File: src/rtl/i2s_pkg.sv
// Shared types and constants for the I2S playback sample FIFO.
package i2s_pkg;

  localparam int unsigned I2S_FIFO_DEPTH_DEFAULT = 16;
  localparam logic [31:0] SILENCE_WORD           = 32'd0;

  typedef struct packed {
    logic full;
    logic empty;
    logic overflow;
    logic underflow;
  } i2s_fifo_status_t;

endpackage

File: src/rtl/i2s_sample_fifo_if.sv
// Bus/transmitter-side signal bundle for the I2S sample FIFO.
// master: CPU writer plus I2S transmitter; slave: the FIFO itself.
interface i2s_sample_fifo_if
  import i2s_pkg::*;
#(
  parameter int unsigned DEPTH = I2S_FIFO_DEPTH_DEFAULT,
  parameter int unsigned AW    = $clog2(DEPTH)
);

  logic          flush;
  logic          writeEnable;
  logic [31:0]   writeData;
  logic          readReq;
  logic [31:0]   sampleData;
  logic [AW:0]   threshold;
  logic          clearFlags;
  logic [AW:0]   level;
  logic          full;
  logic          empty;
  logic          overflow;
  logic          underflow;
  logic          irq;

  modport master (
    output flush, writeEnable, writeData, readReq, threshold, clearFlags,
    input  sampleData, level, full, empty, overflow, underflow, irq
  );

  modport slave (
    input  flush, writeEnable, writeData, readReq, threshold, clearFlags,
    output sampleData, level, full, empty, overflow, underflow, irq
  );

endinterface

File: src/rtl/sample_fifo_ram.sv
// DEPTH x 32 sample storage: one synchronous write port, one asynchronous read port.
module sample_fifo_ram #(
  parameter int unsigned DEPTH = 16,
  parameter int unsigned AW    = $clog2(DEPTH)
) (
  input  logic          clk_i,
  input  logic          we_i,
  input  logic [AW-1:0] waddr_i,
  input  logic [31:0]   wdata_i,
  input  logic [AW-1:0] raddr_i,
  output logic [31:0]   rdata_o
);

  logic [31:0] mem_q [DEPTH];

  // Contents are deliberately not reset.
  always_ff @(posedge clk_i) begin
    if (we_i) begin
      mem_q[waddr_i] <= wdata_i;
    end
  end

  assign rdata_o = mem_q[raddr_i];

endmodule

File: src/rtl/i2s_sample_fifo.sv
// Show-ahead playback FIFO feeding the I2S transmitter, with sticky status flags.
// Define I2S_SAMPLE_FIFO_IRQ_EN to build the registered low-watermark refill irq.
module i2s_sample_fifo
  import i2s_pkg::*;
#(
  parameter int unsigned DEPTH = I2S_FIFO_DEPTH_DEFAULT
) (
  input  logic              clk,
  input  logic              reset,
  i2s_sample_fifo_if.slave  bus
);

  localparam int unsigned AW       = $clog2(DEPTH);
  localparam logic [AW:0] LevelMax = (AW + 1)'(DEPTH);

  logic [AW-1:0] wptr_q, wptr_d;
  logic [AW-1:0] rptr_q, rptr_d;
  logic [AW:0]   level_q, level_d;
  logic          ovf_q, ovf_d;
  logic          unf_q, unf_d;
  logic          push_ok, pop_ok, ovf_set, unf_set, ram_we;
  logic [31:0]   ram_rdata;
  i2s_fifo_status_t status;

  assign status.full      = (level_q == LevelMax);
  assign status.empty     = (level_q == '0);
  assign status.overflow  = ovf_q;
  assign status.underflow = unf_q;

  always_comb begin
    // A pop while full frees the slot the concurrent push needs.
    push_ok = bus.writeEnable && (!status.full || bus.readReq);
    pop_ok  = bus.readReq && !status.empty;
    ovf_set = !bus.flush && bus.writeEnable && status.full && !bus.readReq;
    unf_set = !bus.flush && bus.readReq && status.empty;
    ram_we  = !bus.flush && push_ok;

    wptr_d  = wptr_q;
    rptr_d  = rptr_q;
    level_d = level_q;
    if (bus.flush) begin
      wptr_d  = '0;
      rptr_d  = '0;
      level_d = '0;
    end else begin
      if (push_ok) wptr_d = wptr_q + AW'(1);
      if (pop_ok)  rptr_d = rptr_q + AW'(1);
      level_d = level_q + (AW + 1)'(push_ok) - (AW + 1)'(pop_ok);
    end

    ovf_d = ovf_set ? 1'b1 : (bus.clearFlags ? 1'b0 : ovf_q);
    unf_d = unf_set ? 1'b1 : (bus.clearFlags ? 1'b0 : unf_q);
  end

  always_ff @(posedge clk or negedge reset) begin
    if (!reset) begin
      wptr_q  <= '0;
      rptr_q  <= '0;
      level_q <= '0;
      ovf_q   <= 1'b0;
      unf_q   <= 1'b0;
    end else begin
      wptr_q  <= wptr_d;
      rptr_q  <= rptr_d;
      level_q <= level_d;
      ovf_q   <= ovf_d;
      unf_q   <= unf_d;
    end
  end

  sample_fifo_ram #(
    .DEPTH (DEPTH),
    .AW    (AW)
  ) u_ram (
    .clk_i   (clk),
    .we_i    (ram_we),
    .waddr_i (wptr_q),
    .wdata_i (bus.writeData),
    .raddr_i (rptr_q),
    .rdata_o (ram_rdata)
  );

  assign bus.sampleData = status.empty ? SILENCE_WORD : ram_rdata;
  assign bus.level      = level_q;
  assign bus.full       = status.full;
  assign bus.empty      = status.empty;
  assign bus.overflow   = status.overflow;
  assign bus.underflow  = status.underflow;

`ifdef I2S_SAMPLE_FIFO_IRQ_EN
  logic irq_q, irq_d;

  assign irq_d = (level_d <= bus.threshold) || unf_d;

  always_ff @(posedge clk or negedge reset) begin
    if (!reset) begin
      irq_q <= 1'b0;
    end else begin
      irq_q <= irq_d;
    end
  end

  assign bus.irq = irq_q;
`else
  logic unused_threshold;
  assign unused_threshold = ^bus.threshold;
  assign bus.irq          = 1'b0;
`endif

endmodule

File: src/flat_wrapper.sv
// flat-port wrapper written by rule: the top's interface ports become plain ports
module i2s_sample_fifo_flat import i2s_pkg::*;
#(
  parameter int unsigned DEPTH = I2S_FIFO_DEPTH_DEFAULT
)
  (clk, reset, bus_flush, bus_writeEnable, bus_writeData, bus_readReq, bus_threshold, bus_clearFlags, bus_sampleData, bus_level, bus_full, bus_empty, bus_overflow, bus_underflow, bus_irq);
  i2s_sample_fifo_if #(.DEPTH(DEPTH)) bus_i ();
  input  logic clk;
  input  logic reset;
  input wire logic [$bits(bus_i.flush)-1:0] bus_flush;
  input wire logic [$bits(bus_i.writeEnable)-1:0] bus_writeEnable;
  input wire logic [$bits(bus_i.writeData)-1:0] bus_writeData;
  input wire logic [$bits(bus_i.readReq)-1:0] bus_readReq;
  input wire logic [$bits(bus_i.threshold)-1:0] bus_threshold;
  input wire logic [$bits(bus_i.clearFlags)-1:0] bus_clearFlags;
  output wire logic [$bits(bus_i.sampleData)-1:0] bus_sampleData;
  output wire logic [$bits(bus_i.level)-1:0] bus_level;
  output wire logic [$bits(bus_i.full)-1:0] bus_full;
  output wire logic [$bits(bus_i.empty)-1:0] bus_empty;
  output wire logic [$bits(bus_i.overflow)-1:0] bus_overflow;
  output wire logic [$bits(bus_i.underflow)-1:0] bus_underflow;
  output wire logic [$bits(bus_i.irq)-1:0] bus_irq;
  assign bus_i.flush = bus_flush;
  assign bus_i.writeEnable = bus_writeEnable;
  assign bus_i.writeData = bus_writeData;
  assign bus_i.readReq = bus_readReq;
  assign bus_i.threshold = bus_threshold;
  assign bus_i.clearFlags = bus_clearFlags;
  assign bus_sampleData = bus_i.sampleData;
  assign bus_level = bus_i.level;
  assign bus_full = bus_i.full;
  assign bus_empty = bus_i.empty;
  assign bus_overflow = bus_i.overflow;
  assign bus_underflow = bus_i.underflow;
  assign bus_irq = bus_i.irq;
  i2s_sample_fifo #(.DEPTH(DEPTH)) u_core (.clk(clk), .reset(reset), .bus(bus_i));
endmodule
File: config.mk
export PLATFORM = sky130hd
export DESIGN_NAME = i2s_sample_fifo_flat
export DESIGN_NICKNAME = d
export VERILOG_FILES = /design/src/rtl/i2s_pkg.sv /design/src/rtl/i2s_sample_fifo_if.sv /design/src/rtl/sample_fifo_ram.sv /design/src/rtl/i2s_sample_fifo.sv /design/src/flat_wrapper.sv
export SDC_FILE = /design/constraint.sdc
export NUM_CORES = 1
export LEC_CHECK = 0
export ABC_AREA = 1
export CORE_AREA = 3 3 232 234
export CTS_BUF_LIST = sky130_fd_sc_hd__clkbuf_2 sky130_fd_sc_hd__clkbuf_4 sky130_fd_sc_hd__clkbuf_8
export DETAILED_ROUTE_END_ITERATION = 16
export DIE_AREA = 0 0 235 237
export PLACE_DENSITY = 0.59
export SLEW_MARGIN = 20
export SYNTH_ARGS = -nofsm -noshare
export SYNTH_HDL_FRONTEND = slang
export SYNTH_HIERARCHICAL = 1
export SYNTH_SLANG_ARGS = --single-unit
File: constraint.sdc
create_clock -name clk -period 8.7 [get_ports clk]
set_input_delay 2.61 -clock clk [delete_from_list [all_inputs] [get_ports clk]]
set_output_delay 2.61 -clock clk [all_outputs]
set_load 0.05 [all_outputs]
# Yosys cells after proc, flatten, opt, wreduce, memory -nomap -nowiden
# Memories as Yosys holds them, arrays and structs flattened.
# Cells that the tools add are included.
# word_totals
register_bits	15
latch_bits	0
ramBits	512
rom_bits	0
in_bits	43
out_inout_bits	42
wordCells	40
memories	1
# memory_table
name	depth	word_bits	read_ports	rd_clocked_by_memory_dff	wr	line	rtl
u_core.u_ram.mem_q	16	32	1	0	1	sample_fifo_ram.sv:14	logic [31:0] mem_q [DEPTH];
# op_classes
add_sub_neg	4
multipliers	0
div_mod_pow	0
n_lt_le_gt_ge	0
n_eq_ne	1
shift	0
mux	11
bitwise	0
reduce_logical	18
# op_table
cell	count
$mux 32	1
$mux 4	4
$add 4x1->4 const B	2
$logic_and 1x1->1	8
$reduce_bool 2->1	4
$add 5x1->5	1
$eq 5x5->1 const B	1
$logic_not 5->1	1
$mux 1	5
$mux 5	1
$sub 5x1->5	1
$logic_not 1->1	4
$logic_or 1x1->1	1

# Logic depth before layout (Yosys ltp)
# Gate-level depths: netlist of the first run.
# depth
word_depth	7
mapped_depth	14
depth_no_buf	14

# By module
# Netlist of the first run, hierarchy kept.
# by_module_without_submodules
module	n_inst	cells_each	area_per_inst_um2	seq_area_each_um2
sample_fifo_ram	1	2088	22089.9	15374.7
i2s_sample_fifo	1	180	1203.7	375.4

# Least setup slack after synthesis of the first run
# OpenSTA, ideal clock, no wires.
# synth_timing
path_type	input-to-reg
from	input port bus_writeEnable
to	memory u_core.u_ram.mem_q[12][0], enable pin
setup_ns	0.421
t_arrival_ns	4.548
required_time_ns	8.279
path_slack_ns	3.730
cell_stages	6
path_buffers	0
path_cell_list	inv_1 > nor2_1 > nand2_1 > inv_1 > nand3_1 > nor2_1
# synth_between
elab_chain_cells	4
# synth_rtl
item	line	rtl
start, declared	flat_wrapper.sv:11	input wire logic [$bits(bus_i.writeEnable)-1:0] bus_writeEnable;
$logic_and 1x1->1	i2s_sample_fifo.sv:32	push_ok = bus.writeEnable && (!status.full || bus.readReq);
$logic_and 1x1->1	i2s_sample_fifo.sv:36	ram_we = !bus.flush && push_ok;
named net u_core.ram_we	i2s_sample_fifo.sv:21	logic push_ok, pop_ok, ovf_set, unf_set, ram_we;
$mux 1	sample_fifo_ram.sv:18	if (we_i) begin
$mux 1 (not written as such)	sample_fifo_ram.sv:19	mem_q[waddr_i] <= wdata_i;
end, declared	sample_fifo_ram.sv:14	
# The timed path passes the listed nets, and every way through them passes these cells.

# Worst setup path after layout of the first run
# layout_timing
from	register u_core.rptr_q[0]
to	output port bus_sampleData[8]
# layout_between
elab_chain_cells	2
# layout_rtl
item	line	rtl
start, declared	i2s_sample_fifo.sv:17	logic [AW-1:0] rptr_q, rptr_d;
start signal, assigned	i2s_sample_fifo.sv:64	rptr_q <= rptr_d;
$mem_v2 16x32	-	
named net u_core.ram_rdata[8]	i2s_sample_fifo.sv:22	logic [31:0] ram_rdata;
$mux 32	i2s_sample_fifo.sv:83	assign bus.sampleData = status.empty ? SILENCE_WORD : ram_rdata;
end, declared	flat_wrapper.sv:16	output wire logic [$bits(bus_i.sampleData)-1:0] bus_sampleData;
# The timed path passes the listed nets, and every way through them passes these cells.

==> impl_metrics.tcl, run 1 <==
set metrics [dict create \
    status "finished, final reports clean" \
    slew_headroom 0.2444 \
    io_pins 85 \
    clock_latency_ns 0.65 \
    instances_no_fill 3107 \
    irDropWorstVdd_mv 0.3810 \
    cts_buffers 89 \
    yosysWarningCount 6 \
    grt_pass1_wl_um 87950 \
    synth-compound-area-share 0.001719 \
    totalWireLength_um 56860 \
    fin_crit_ns 7.040 \
    grt_pass1_vias 15390 \
    layout_worst_path_cycle_share 0.8092 \
    maxCapViolations 0 \
    syn_avg_cell_area_um2 10.27 \
    worst_hold_path_type "reg -> reg" \
    synthAdderAreaFrac 0.005157 \
    grt_use_total 0.2049 \
    yosys-top-cells-area "edfxtp_1 66%, nand2_1 12%, nand3_1 8.7%" \
    cts_root_buffer "clkbuf_8" \
    cp_data_arrival_time_ns 4.43 \
    combinationalPowerShare 0.290 \
    start_util 0.4459 \
    dieArea_um2 55700 \
    switching_share 0.3510 \
    postSynthCellCount 2268 \
    switchingPower_mw 2.470 \
    cts-hold-fix-buffers 0 \
    place_ws_ns 2.412 \
    syn_to_final_growth_pct 12.64 \
    syn_nets 2320 \
    worstPathMaxFanout 126 \
    placedCellCount 2948 \
    leakagePower_nw 11.25 \
    end_kind "output pin" \
    p_clk_frac 0.297 \
    cts_resized 0 \
    tns_ns 0 \
    ant_nets 0 \
    globalRouteMet2Util 0.3483 \
    syn_area_um2 23290 \
    fin_worst_skew_ns 0.02210 \
    postCtsSetupBuffers 0 \
    clock-sinks 527 \
    drt_iter0_drc 1264 \
    seqPwrFrac 0.413 \
    cp.required_ns 6.09 \
    yosysTopAreaCell "edfxtp_1" \
    drive_gt1_frac 0.07778 \
    cts_buffer_depth 3 \
    port_buffers 78 \
    tightestPinTransition_ns 1.133 \
    synth_top_family_by_area "simple AND/OR/NAND/NOR gates" \
    slew_violations 0 \
    yosysUniqueCellTypes 27 \
    route.detailed.drc 0 \
    fmax_mhz 142.1 \
    wire_per_inst_um 18.30 \
    htree_levels 3 \
    die_w_um 235 \
    grt_max_degree 191 \
    synth.area.mux_share 0 \
    antenna_found_initial 2 \
    startpoint_type "register" \
    p_per_area_nw_per_um2 268.2 \
    synthXorXnorAreaFrac 0.001128 \
    yosysSeqAreaShare 0.6762 \
    final_nets 2403 \
    synth_simple_gate_area_frac 0.2126 \
    vias 15550 \
    grt_use_met1 0.2641 \
    rsz0062_at_grt "false" \
    timing.final.ws_setup_ns 1.660 \
    gr-max-usage-layer "met2" \
    met3_usage 0.04065 \
    vias_per_cell 5.004 \
    cts_tree "yes" \
    clkTransAtPathRegs_ns 0.06 \
    critical_path_class "reg -> out" \
    synth-seq-cells 527 \
    p_int_mw 4.566 \
    dieHeight_um 237 \
    setup_viol 0 \
    gp_congestion 0.7780 \
    synthDominantCellAreaShare 0.6600 \
    overflow 0 \
    detailedRoute.firstPassIterationCount 5 \
    row_count 84 \
    finalHoldViolCount 0 \
    dp_hpwl_um 28210 \
    core_area_um2 52240 \
]
-- cell usage after synthesis --
cell / number
nand4_1: 3
nand2_1: 727
buf_12: 1
buf_2: 41
inv_2: 2
nand3b_1: 4
nand3_4: 1
o21ai_0: 4
nand4_2: 1
clkbuf_1: 14
nor2_4: 1
ha_1: 8
buf_4: 11
conb_1: 1
inv_1: 439
xor2_1: 3
edfxtp_1: 512
fa_1: 1
nand2_2: 1
nand2_4: 1
dfrtp_1: 15
a21oi_1: 4
buf_6: 29
buf_1: 14
nor2_1: 25
nand3_1: 404
inv_4: 1
-- sequential cells by signal (all words and copies together), names as in the netlist --
signal	flops
u_core/bus.level	5
u_core/u_ram/mem_q	512
u_core/bus.underflow	1
u_core/bus.overflow	1
u_core/rptr_q	4
u_core/wptr_q	4
-- power groups by stage --
stage | Clock (mW) | Sequential [mW] | Combinational (mW)
final | 2.09 | 2.91 | 2.04
after detailed placement | 0 | 2.96 | 2.05
after CTS | 2.15 | 2.91 | 2.06
after global routing | 2.26 | 2.91 | 2.24
after global placement | 0 | 2.96 | 2.03
after floorplan | 0 | 2.95 | 1.49
-- through the flow --
stage,hold slack (ns),area [um^2],power [mW],utilization
finish,0.5432,26240,7.036,0.5023
global placement,0.5169,24550,4.989,0.4700
detailed placement,0.5251,24550,5.007,0.4700
global route,0.5831,26240,7.413,0.5023
CTS,0.5418,26230,7.111,0.5022
floorplan,0.5186,23290,4.440,-
-- per-layer routing --
metal | share of wire | up-vias
met2 | 0.49 | 459
li1 | - | 7453
met1 | 0.43 | 7520
met5 | 0 | -
met3 | 0.057 | 114
met4 | 0.026 | 0
-- final cells by class --
cell class                 instances  area [um^2]
antenna                            2        5.005
clock buffer                     121         1496
clock inverter                    36        185.2
fill                            4662        26000
inverter                         442         1669
multi-input combinational       1189         5263
sequential                       527        15760
tap                              688        860.8
timing repair buffer             102        998.5
-- final timing paths --
| check | end | startpoint | depth (start not counted) | slack [ns] |
|---|---|---|---|---|
| hold reg to reg | u_core/bus.overflow$_DFFE_PN0P_ | u_core/bus.overflow$_DFFE_PN0P_ | 2 | 0.54 |
| min in group asynchronous | u_core/bus.level[1]$_DFF_PN0_ | reset | 1 | 2.39 |
| hold / removal | u_core/bus.overflow$_DFFE_PN0P_ | u_core/bus.overflow$_DFFE_PN0P_ | 2 | 0.54 |
| max in group asynchronous | u_core/rptr_q[1]$_DFFE_PN0P_ | reset | 1 | 5.78 |
| setup reg to reg | u_core/bus.level[4]$_DFF_PN0_ | u_core/bus.level[3]$_DFF_PN0_ | 13 | 5.54 |
| setup / recovery | bus_sampleData[8] | u_core/rptr_q[0]$_DFFE_PN0P_ | 11 | 1.66 |
-- layout by cell type (no fill, tap or decap), types with 2 or more instances in the layout --
master,instances
a21oi_1,4
buf_12,3
buf_4,21
clkbuf_4,27
clkbuf_8,94
clkdlybuf4s50_1,78
clkinv_1,23
clkinv_2,9
clkinvlp_4,2
dfrtp_1,11
dfrtp_2,2
dfrtp_4,2
diode_2,2
edfxtp_1,512
ha_1,8
inv_1,437
inv_2,3
nand2_1,727
nand3_1,404
nand3b_1,4
nand4_1,3
nor2_1,9
nor2_4,17
o21ai_0,4
xor2_1,3
-- cells by family (layout without fill, tap and decap cells) --
| logic type | count (synthesis) | after routing |
|---|---|---|
| DFF | 527 | 527 |
| xor gates and xnor gates | 3 | 3 |
| buffers and inverters | 552 | 701 |
| and+or+nand+nor | 1168 | 1168 |
| AOI/OAI and AO/OA | 8 | 8 |
| adders and majority gates | 9 | 9 |
| other | 1 | 3 |
-- worst max-delay path, stage by stage, from the launching register on --
cell,delay [ns]
dfrtp_4,0.81
inv_8,0.71
buf_12,0.43
nand2_1,0.09
nand2_1,0.08
nand2_1,0.06
nand3_1,0.10
nand3_1,0.08
nand2_1,0.19
nand2_1,0.12
inv_1,0.10
clkdlybuf4s50_1,0.80
(Power assumes the default switching activity.)
==> inputs of run 2 (changes only) <==
clock period = 6.5 ns   (was 8.7 ns; I/O delays follow)
==> run 2 against run 1 <==
Against the previous run: final area increased by 0.90%; die area did not move; largest power group unchanged; critical endpoint is now bus_sampleData[24]; combinational power rose by 38%; final cell count grew 0.68%; sequential share of layout area decreased by 0.53 points; critical path type unchanged; sequential cell count did not move; power is 36% higher; clock power increased by 39%; utilization increased by 0.45 points; wire length increased by 1.4%; non-clock buffer count is 15 higher.
==> impl_metrics.tcl, run 2 (synthesized netlist as in run 1, its figures left out) <==
set metrics [dict create \
    fin_crit_ns 5.628 \
    slew_violations 0 \
    syn_to_final_growth_pct 13.65 \
    drt_iter0_drc 1283 \
    totalWireLength_um 57630 \
    dpl_cell_area_um2 24700 \
    irDropWorstVdd_mv 0.5043 \
    place_ws_ns 1.483 \
    dieArea_um2 55700 \
    gp_congestion 0.7552 \
    wire_per_inst_um 18.42 \
    cts_resized 0 \
    rsz0062_at_grt "false" \
    grt_use_total 0.2077 \
    crit_buf_inv 4 \
    clock-sinks 527 \
    clkTransAtPathRegs_ns 0.06 \
    io_pins 85 \
    dp_hpwl_um 29890 \
    path_depth 11 \
    finalHoldViolCount 0 \
    tns_ns 0 \
    detailedRoute.firstPassIterationCount 5 \
    drive_gt1_frac 0.08696 \
    overflow 0 \
    core_area_um2 52240 \
    worstRegToRegCells 13 \
    startpoint_type "register" \
    worst_hold_path_type "reg -> reg" \
    cp_data_arrival_time_ns 3.68 \
    grt_pass1_wl_um 89090 \
    cts_root_buffer "clkbuf_8" \
    finalInstanceArea_um2 26470 \
    setup_viol 0 \
    cp.required_ns 4.55 \
    htree_levels 3 \
    vias 15630 \
    postCtsSetupBuffers 0 \
    cts_buffer_depth 3 \
    cts_tree "yes" \
    timing.final.ws_setup_ns 0.8720 \
    fmax_mhz 177.7 \
    ant_nets 0 \
    antenna_found_initial 2 \
    p_per_area_nw_per_um2 361.2 \
    path_delay_family "buffers and inverters" \
    timing.rr.end "u_core/bus.level[4]$_DFF_PN0_" \
    final_nets 2420 \
    p_total_mw 9.562 \
    row_count 84 \
    regToRegSetupSlack_ns 3.26 \
    startpoint "u_core/rptr_q[0]$_DFFE_PN0P_" \
    slowest_delay_ns 0.80 \
    cts-hold-fix-buffers 0 \
    dieHeight_um 237 \
    cts_buffers 91 \
    vias_per_cell 4.997 \
    die_w_um 235 \
    clock_latency_ns 0.66 \
    worstPathMaxFanout 87 \
    grt_pass1_vias 15460 \
    final_common_cell "nand2_1" \
    layout_worst_path_cycle_share 0.8658 \
    critical_path_class "reg -> out" \
    leakagePower_nw 11.38 \
    worstPathCellList "inv_8 > buf_4 > nand2_1 > nand2_1 > nand2_1 > nand3_1 > nand3_1 > nand2_1 > nand2_1 > inv_1 > clkdlybuf4s50_1" \
    largest_register_ffs 512 \
    final_cell_mix "727 x nand2_1, 512 x edfxtp_1, 437 x inv_1" \
    regMostFlops "u_core/u_ram/mem_q" \
    cp_slowest_cell "clkdlybuf4s50_1" \
    port_buffers 78 \
    cpMostUsedCell "nand2_1" \
    tightestPinTransition_ns 1.099 \
    start_util 0.4459 \
    fillers 4631 \
    end_kind "output pin" \
    status "finished, final reports clean" \
    route.detailed.drc 0 \
    cp-endpoint "bus_sampleData[24]" \
    fin_worst_skew_ns 0.02342 \
    maxCapViolations 0 \
    slew_headroom 0.2658 \
    grt_max_degree 176 \
    r2r_start "u_core/bus.level[3]$_DFF_PN0_" \
]
run 2: cell count changes in the layout (fill, tap and decap cells not counted):
cell and delta:
clkbuf_4 +3, buf_12 +3, clkinv_1 -3, bufinv_16 +1, buf_4 +12, clkinv_2 +1
clkinvlp_4 +1, clkbuf_8 +1, inv_6 +1, clkinv_4 +1
run 2: worst reg2reg max path: stages (launching register included):
cell and delay [ns]:
dfrtp_1 0.39, inv_1 0.12, ha_1 0.26, nand3_4 0.49
nand2_2 0.33, inv_2 0.08, ha_1 0.30, inv_1 0.07
ha_1 0.17, inv_1 0.06, fa_1 0.39, nand3b_1 0.22
a21oi_1 0.18, nor2_1 0.07
run 2: worst min-delay path by stage:
stage	start	endpoint	slack [ns]	cells past startpoint
floorplan	u_core/rptr_q[3]$_DFFE_PN0P_	u_core/rptr_q[3]$_DFFE_PN0P_	0.52	2
global placement	u_core/bus.underflow$_DFFE_PN0P_	u_core/bus.underflow$_DFFE_PN0P_	0.52	2
detailed placement	u_core/bus.underflow$_DFFE_PN0P_	u_core/bus.underflow$_DFFE_PN0P_	0.54	2
CTS	u_core/bus.underflow$_DFFE_PN0P_	u_core/bus.underflow$_DFFE_PN0P_	0.55	2
global route	u_core/bus.underflow$_DFFE_PN0P_	u_core/bus.underflow$_DFFE_PN0P_	0.56	2
finish	u_core/bus.underflow$_DFFE_PN0P_	u_core/bus.underflow$_DFFE_PN0P_	0.54	2
run 2: final cells by class:
cell class / instances / area [um^2] / area share
Sequential cell: 527 / 15760 / 0.5953
Multi-Input combinational cell: 1189 / 5263 / 0.1988
Inverter: 442 / 1669 / 0.06305
Clock buffer: 125 / 1533 / 0.05790
Timing Repair Buffer: 117 / 1149 / 0.04339
Tap cell: 688 / 860.8 / 0.03252
Clock inverter: 38 / 234.0 / 0.008838
Antenna cell: 2 / 5.005 / 0.0001891
run 2: report_power, final:
| group | leakage (nW) | switching, mW | internal (mW) |
|---|---|---|---|
| combinational | 5.64 | 2.01 | 0.814 |
| sequential | 4.81 | 0.0384 | 3.79 |
| clock | 0.933 | 1.31 | 1.60 |
run 2: stage by stage:
step	std cells	hold slack, ns	utilization
6_report	3128	0.5383	0.5068
5_1_grt	3126	0.5627	0.5067
4_1_cts	3126	0.5486	0.5067
3_5_place_dp	2963	0.5388	0.4729
3_3_place_gp	2963	0.5166	0.4729
2_1_floorplan	2268	0.5186	-
run 2: routing by layer:
metal / vias to the layer above / wire (um) / GRT usage
li1: 7498 / - / -
met1: 7530 / 25090 / 0.2788
met2: 491 / 27570 / 0.3440
met3: 111 / 3562 / 0.03913
met4: 0 / 1409 / 0.06548
met5: - / 0 / 0
